<file path="src/rtl/sleep_gate_fsm_ctrl.sv">
// sleep_gate_fsm_ctrl: per-channel idle-debounced power-gating sequencer with dependency masks
module sleep_gate_fsm_ctrl #(
  parameter int                     N_CH        = 10,
  parameter int                     IDLE_CYCLES = 16,
  parameter int                     WAKE_CYCLES = 4,
  parameter int                     CNT_W       = 8,
  parameter logic [N_CH*N_CH-1:0]   DEP_MASK    = '0
) (
  input  logic            clk_i,
  input  logic            nrst_i,
  input  logic            gate_en_i,
  input  logic [N_CH-1:0] sensor_i,
  input  logic [N_CH-1:0] pwr_ok_i,
  output logic [N_CH-1:0] pwr_on_o,
  output logic [N_CH-1:0] iso_o,
  output logic [N_CH-1:0] sleep_o,
  output logic            busy_o
);
  typedef enum logic [2:0] {S_ON, S_ISO, S_OFF, S_WAKE, S_SETTLE} state_t;
  localparam logic [CNT_W-1:0] IDLE_MAX  = CNT_W'(IDLE_CYCLES);
  localparam logic [CNT_W-1:0] WAKE_LAST = CNT_W'(WAKE_CYCLES - 1);
  state_t           st_q  [N_CH];
  state_t           st_d  [N_CH];
  logic [CNT_W-1:0] cnt_q [N_CH];
  logic [CNT_W-1:0] cnt_d [N_CH];
  logic [N_CH-1:0]  idle, req, act, bsy, pwr_on_q, iso_q, sleep_q;
  logic             busy_q;
  always_comb
    for (int i = 0; i < N_CH; i++)
      idle[i] = (st_q[i] == S_ON && cnt_q[i] == IDLE_MAX) || st_q[i] == S_ISO || st_q[i] == S_OFF;
  always_comb
    for (int i = 0; i < N_CH; i++) begin
      act[i] = sensor_i[i] & gate_en_i;
      req[i] = gate_en_i & idle[i] & (&(idle | ~DEP_MASK[i*N_CH +: N_CH]));
    end
  always_comb
    for (int i = 0; i < N_CH; i++) begin
      st_d[i]  = st_q[i];
      cnt_d[i] = cnt_q[i];
      case (st_q[i])
        S_ON: begin
          st_d[i]  = req[i] ? S_ISO : S_ON;
          cnt_d[i] = (req[i] || !act[i]) ? '0 : (cnt_q[i] == IDLE_MAX ? cnt_q[i] : cnt_q[i] + 1'b1);
        end
        S_ISO:  st_d[i] = S_OFF;
        S_OFF:  st_d[i] = act[i] ? S_OFF : S_WAKE;
        S_WAKE: begin
          st_d[i]  = pwr_ok_i[i] ? S_SETTLE : S_WAKE;
          cnt_d[i] = '0;
        end
        S_SETTLE: begin
          st_d[i]  = cnt_q[i] == WAKE_LAST ? S_ON : S_SETTLE;
          cnt_d[i] = cnt_q[i] == WAKE_LAST ? '0 : cnt_q[i] + 1'b1;
        end
        default: begin
          st_d[i]  = S_ON;
          cnt_d[i] = '0;
        end
      endcase
    end
  always_comb
    for (int i = 0; i < N_CH; i++)
      bsy[i] = st_d[i] == S_ISO || st_d[i] == S_WAKE || st_d[i] == S_SETTLE;
  always_ff @(posedge clk_i) begin
    if (!nrst_i) begin
      for (int i = 0; i < N_CH; i++) begin
        st_q[i]  <= S_ON;
        cnt_q[i] <= '0;
      end
      pwr_on_q <= '1;
      iso_q    <= '0;
      sleep_q  <= '0;
      busy_q   <= 1'b0;
    end else begin
      for (int i = 0; i < N_CH; i++) begin
        st_q[i]     <= st_d[i];
        cnt_q[i]    <= cnt_d[i];
        pwr_on_q[i] <= st_d[i] != S_OFF;
        iso_q[i]    <= st_d[i] != S_ON;
        sleep_q[i]  <= st_d[i] == S_OFF;
      end
      busy_q <= |bsy;
    end
  end
  assign pwr_on_o = pwr_on_q;
  assign iso_o    = iso_q;
  assign sleep_o  = sleep_q;
  assign busy_o   = busy_q;
endmodule

</file>
<file path="config.mk">
export PLATFORM = sky130hd
export DESIGN_NAME = sleep_gate_fsm_ctrl
export DESIGN_NICKNAME = d
export VERILOG_FILES = /design/src/rtl/sleep_gate_fsm_ctrl.sv
export SDC_FILE = /design/constraint.sdc
export NUM_CORES = 1
export LEC_CHECK = 0
export ABC_AREA = 0
export BUFFER_PORTS_ARGS = -buffer_cell sky130_fd_sc_hd__clkbuf_2
export CORE_UTILIZATION = 30
export CTS_BUF_LIST = sky130_fd_sc_hd__clkbuf_2
export DETAILED_ROUTE_END_ITERATION = 10
export PLACE_DENSITY = 0.55
export REMOVE_ABC_BUFFERS = 1
export SLEW_MARGIN = 10
export SYNTH_ARGS = -nofsm -noshare
export SYNTH_HDL_FRONTEND = slang
export SYNTH_SLANG_ARGS = --single-unit
</file>
<file path="constraint.sdc">
create_clock -name clk_i -period 2.9 [get_ports clk_i]
set_input_delay 0.29 -clock clk_i [delete_from_list [all_inputs] [get_ports clk_i]]
set_output_delay 0.29 -clock clk_i [all_outputs]
set_load 0.03 [all_outputs]
</file>
==> run summary <==
The global router's overall resource usage is 14.27%. The final setup TNS came out at 0 ns. Once the floorplan was initialized, standard cells occupied between 30% and 40% of the core. The level count of the clock H-tree came out at 4. The number of ports placed on the die boundary is 54. Routability-driven placement finished with a final weighted congestion of about 0.8.

The sequential-to-total area share from yosys stat came out at between 40% and 50%. The worst setup slack after placement is between 0.5 and 0.6 ns. The area enclosed by the die boundary came out at about 23000 um2. The min-delay analysis places its worst path in the category input port to register.

The via count of the first global-routing pass is between 5000 and 6000. The worst setup path is launched from a register. The analysis attributes to cell leakage a power of between 3 and 4 nW.

Setup repair after global routing left no endpoint under its margin. The HPWL after detailed placement is around 11000 um. At the end of the flow, the number of nets in the layout was around 900. Along the worst path, the maximum fanout reaches 14. The sum of routed wire length over all layers came out at roughly 15000 um. The total clock buffers created by CTS came out at 17.

The flow ran to the end, and the final reports show no timing, DRC or antenna violations. The share of the clock period used by the worst path came out at 82.09%. The remaining design rule violation count came out at 0. In the routed layout, each cell is associated on average with a via count of between 4 and 5. The global-route wire length before repair came out at around 26000 um. Entering global routing, the biggest net connects 52 pins. The number of endpoints with negative hold slack in the final report was 0. The time the final worst path needs with I/O delays and setup is roughly 2.4 ns. The startpoint identified for the worst register-to-register timing path is cnt_q[8][0]$_SDFFE_PN0P_. The number of violations reported at the end of detailed-routing iteration 0 came out at 279. STA classifies the critical path endpoint as a register.

The maximum clock rate came out at 420.1 MHz. After layout, the worst setup slack is just over 0.5 ns. For this run the aggregate overflow at the end of global routing stands at 0. By startpoint and endpoint, the worst setup path is classified as register to register. The remaining antenna violation count after routing came out at 0. The clock drives between 100 and 150 sinks. The distinct cell type count after synthesis is 63. The number of flops mapped to enable cells by yosys came out at 0. The fill cell instance count of the final layout is ~2300. The worst setup skew after layout came out at ~0.031 ns. Max-cap violations in this run came to 0. The initial antenna violation count was 1. The end of the worst register-to-register path is cnt_q[8][5]$_SDFFE_PN0P_. Of the post-synthesis cell area, the dominant cell type holds between 40% and 50%.

The clock latency reported for the late side of the worst-skew pair is just over 0.7 ns. The power density relative to cell area came out at roughly 420 nW/um2. The end of the worst hold path is pwr_on_o[4]$_SDFF_PN1_. Across all layers, the routed design uses 5760 vias. The number of buffers between clock root and the deepest sink is 2. In the final routed layout, each cell accounts on average for 13.02 um.

The floorplan die height came out at 151.6 um. The number of I/O port buffers is 53. After floorplanning, the core was sized to cover ~22000 um2. The max-slew violation total from the final report came to 0. The transition time at the pin with the least slew margin came out at around 1 ns.

sky130_fd_sc_hd__dfxtp_1 takes more of the synthesized area than any other cell. The data required time of the critical path is approximately 3.6 ns. Measured in cells, the most critical reg-to-reg path has a length of 6.

The proportion of synthesized flip-flops having asynchronous set or reset came out at 0%. The clock-pin slew on the worst setup and hold paths came out at 0.20 ns. For the worst setup path, the data arrival time is 3.04 ns.

The number of cells on the worst hold path came out at 4. Setup violations remaining at the end of the flow were counted as 0. Synthesis inferred around 140 register bits. The share of cells above drive strength 1 is approximately an eighth.

TritonCTS built the clock tree. The relative slew slack came out at 33.29%. The number of cells produced by synthesis came out at slightly below 800. The synthesis-to-finish area growth came out at 14.17%. Once the clock tree was built, the setup fixing pass inserted 0 buffers.

The mapped cell area is 6710 um2. Setup slack on the worst reg-to-reg path comes out at 0.52 ns. The number of core rows came out at 54. The Yosys step of the flow raised 0 warnings.

The horizontal extent of the die is 151.6 um. The number of detailed-route iterations in the first pass is 5. After synthesis, the mean cell area works out to between 8 and 9 um2. The worst supply voltage drop on vdd is ~160 uV.

In the post-synthesis netlist, the biggest area contributors are sky130_fd_sc_hd__dfxtp_1, sky130_fd_sc_hd__nor2_1, sky130_fd_sc_hd__ha_1. The beginning of the worst hold path is sensor_i[4]. The cell chosen for the clock root is sky130_fd_sc_hd__clkbuf_2. The primary flip-flop cell chosen by synthesis mapping is sky130_fd_sc_hd__dfxtp_1.
[cell type report]
cell class                      count  area (um2)  area share (%)
Clock inverter                     13       123.9           1.617
Antenna cell                        1       2.502         0.03266
Tap cell                          280       350.3           4.573
Inverter                           57       214.0           2.793
Clock buffer                       19       95.09           1.241
Multi-Input combinational cell    578        3585           46.79
Timing Repair Buffer               75       467.9           6.108
Sequential cell                   141        2823           36.84
[how the worst max path moves through the flow]
stage                                   startpoint                  endpoint  slack, ns  depth (start not counted)
after floorplan           cnt_q[0][7]$_SDFFE_PN0P_         busy_o$_SDFF_PN0_       0.71                          5
after global placement    cnt_q[0][3]$_SDFFE_PN0P_         busy_o$_SDFF_PN0_       0.63                          5
after CTS                 cnt_q[8][0]$_SDFFE_PN0P_  cnt_q[8][5]$_SDFFE_PN0P_       0.53                          6
after detailed placement  cnt_q[8][0]$_SDFFE_PN0P_  cnt_q[8][7]$_SDFFE_PN0P_       0.57                          6
final                     cnt_q[8][0]$_SDFFE_PN0P_  cnt_q[8][5]$_SDFFE_PN0P_       0.52                          6
after global routing      cnt_q[8][0]$_SDFFE_PN0P_  cnt_q[8][7]$_SDFFE_PN0P_       0.23                          7
[cells by family (layout without fill, tap and decap cells)]
family                   after synthesis  count (layout)  share of synthesized area [%]
flip-flops                           141             141                          42.07
adder cells (fa/ha/maj)               20              20                          3.729
buffers and inverters                 76             164                          4.512
XOR/XNOR                              27              27                          3.524
other                                  0               1                              0
AND/OR/NAND/NOR                      364             364                          30.02
AO/OA/AOI/OAI                        167             167                          16.15
[per-layer routing]
layer,vias to the layer above,part of all wire [%],GRT usage [%]
met4,0,1.4,4.604
met5,-,0,0
li1,2975,-,-
met1,2691,49,18.66
met3,20,2.9,3.114
met2,74,47,23.22
[state kept, by name, indices dropped and copies added (netlist names)]
register,count
cnt_q,80
st_q,30
iso_o,10
pwr_on_o,10
sleep_o,10
busy_o,1
[critical path: stages (launching register included)]
cell and delay, ns:
sky130_fd_sc_hd__dfxtp_1 0.38, sky130_fd_sc_hd__ha_1 0.24, sky130_fd_sc_hd__nor4b_1 0.15, sky130_fd_sc_hd__a2111oi_0 0.53
sky130_fd_sc_hd__a31oi_1 0.32, sky130_fd_sc_hd__or3b_2 0.56, sky130_fd_sc_hd__a21oi_1 0.16
[cells in the final DEF (no fill, tap or decap), types with 19 or more instances in the layout]
cell and count:
sky130_fd_sc_hd__ha_1 20, sky130_fd_sc_hd__dfxtp_1 141, sky130_fd_sc_hd__nand2_1 47, sky130_fd_sc_hd__nor2b_1 23
sky130_fd_sc_hd__nand3_1 34, sky130_fd_sc_hd__clkbuf_2 72, sky130_fd_sc_hd__and3_1 26, sky130_fd_sc_hd__nor2_1 83
sky130_fd_sc_hd__o21ai_0 47, sky130_fd_sc_hd__a21oi_1 44, sky130_fd_sc_hd__and2_1 19, sky130_fd_sc_hd__inv_1 56
[metrics by stage]
stage / std cells / util, % / total power [mW] / hold slack, ns / area (um2)
final: 1164 / 35.00 / 3.218 / 0.07753 / 7661
after global routing: 1164 / 35.00 / 3.383 / 0.02325 / 7661
after CTS: 1163 / 34.99 / 3.273 / 0.0002949 / 7659
after detailed placement: 1116 / 33.30 / 2.140 / 0.4796 / 7289
after global placement: 1116 / 33.30 / 2.141 / 0.4732 / 7289
after floorplan: 776 / - / 2.068 / 0.3829 / 6621
[cell usage after synthesis (16+ instances only)]
master                       n
sky130_fd_sc_hd__or3_1      18
sky130_fd_sc_hd__dfxtp_1   141
sky130_fd_sc_hd__nand2_1    47
sky130_fd_sc_hd__xnor2_1    16
sky130_fd_sc_hd__nand3b_1   17
sky130_fd_sc_hd__nor2b_1    23
sky130_fd_sc_hd__inv_1      56
sky130_fd_sc_hd__ha_1       20
sky130_fd_sc_hd__o21ai_0    47
sky130_fd_sc_hd__nor2_1     83
sky130_fd_sc_hd__and2_1     19
sky130_fd_sc_hd__nand3_1    34
sky130_fd_sc_hd__and3_1     26
sky130_fd_sc_hd__a21oi_1    44
[timing repair]
item,CTS,global route
gates resized for setup,0,0
endpoints found under the hold margin,18,0
hold buffers,15,0
[power breakdown]
part	internal, mW	switching (mW)	leakage [nW]
combinational	0.0641	0.0944	1.78
sequential	1.95	0.00757	1.14
clock	0.391	0.712	0.138
total	2.40	0.814	3.05
No activity file was read; power rests on OpenSTA's default activity.
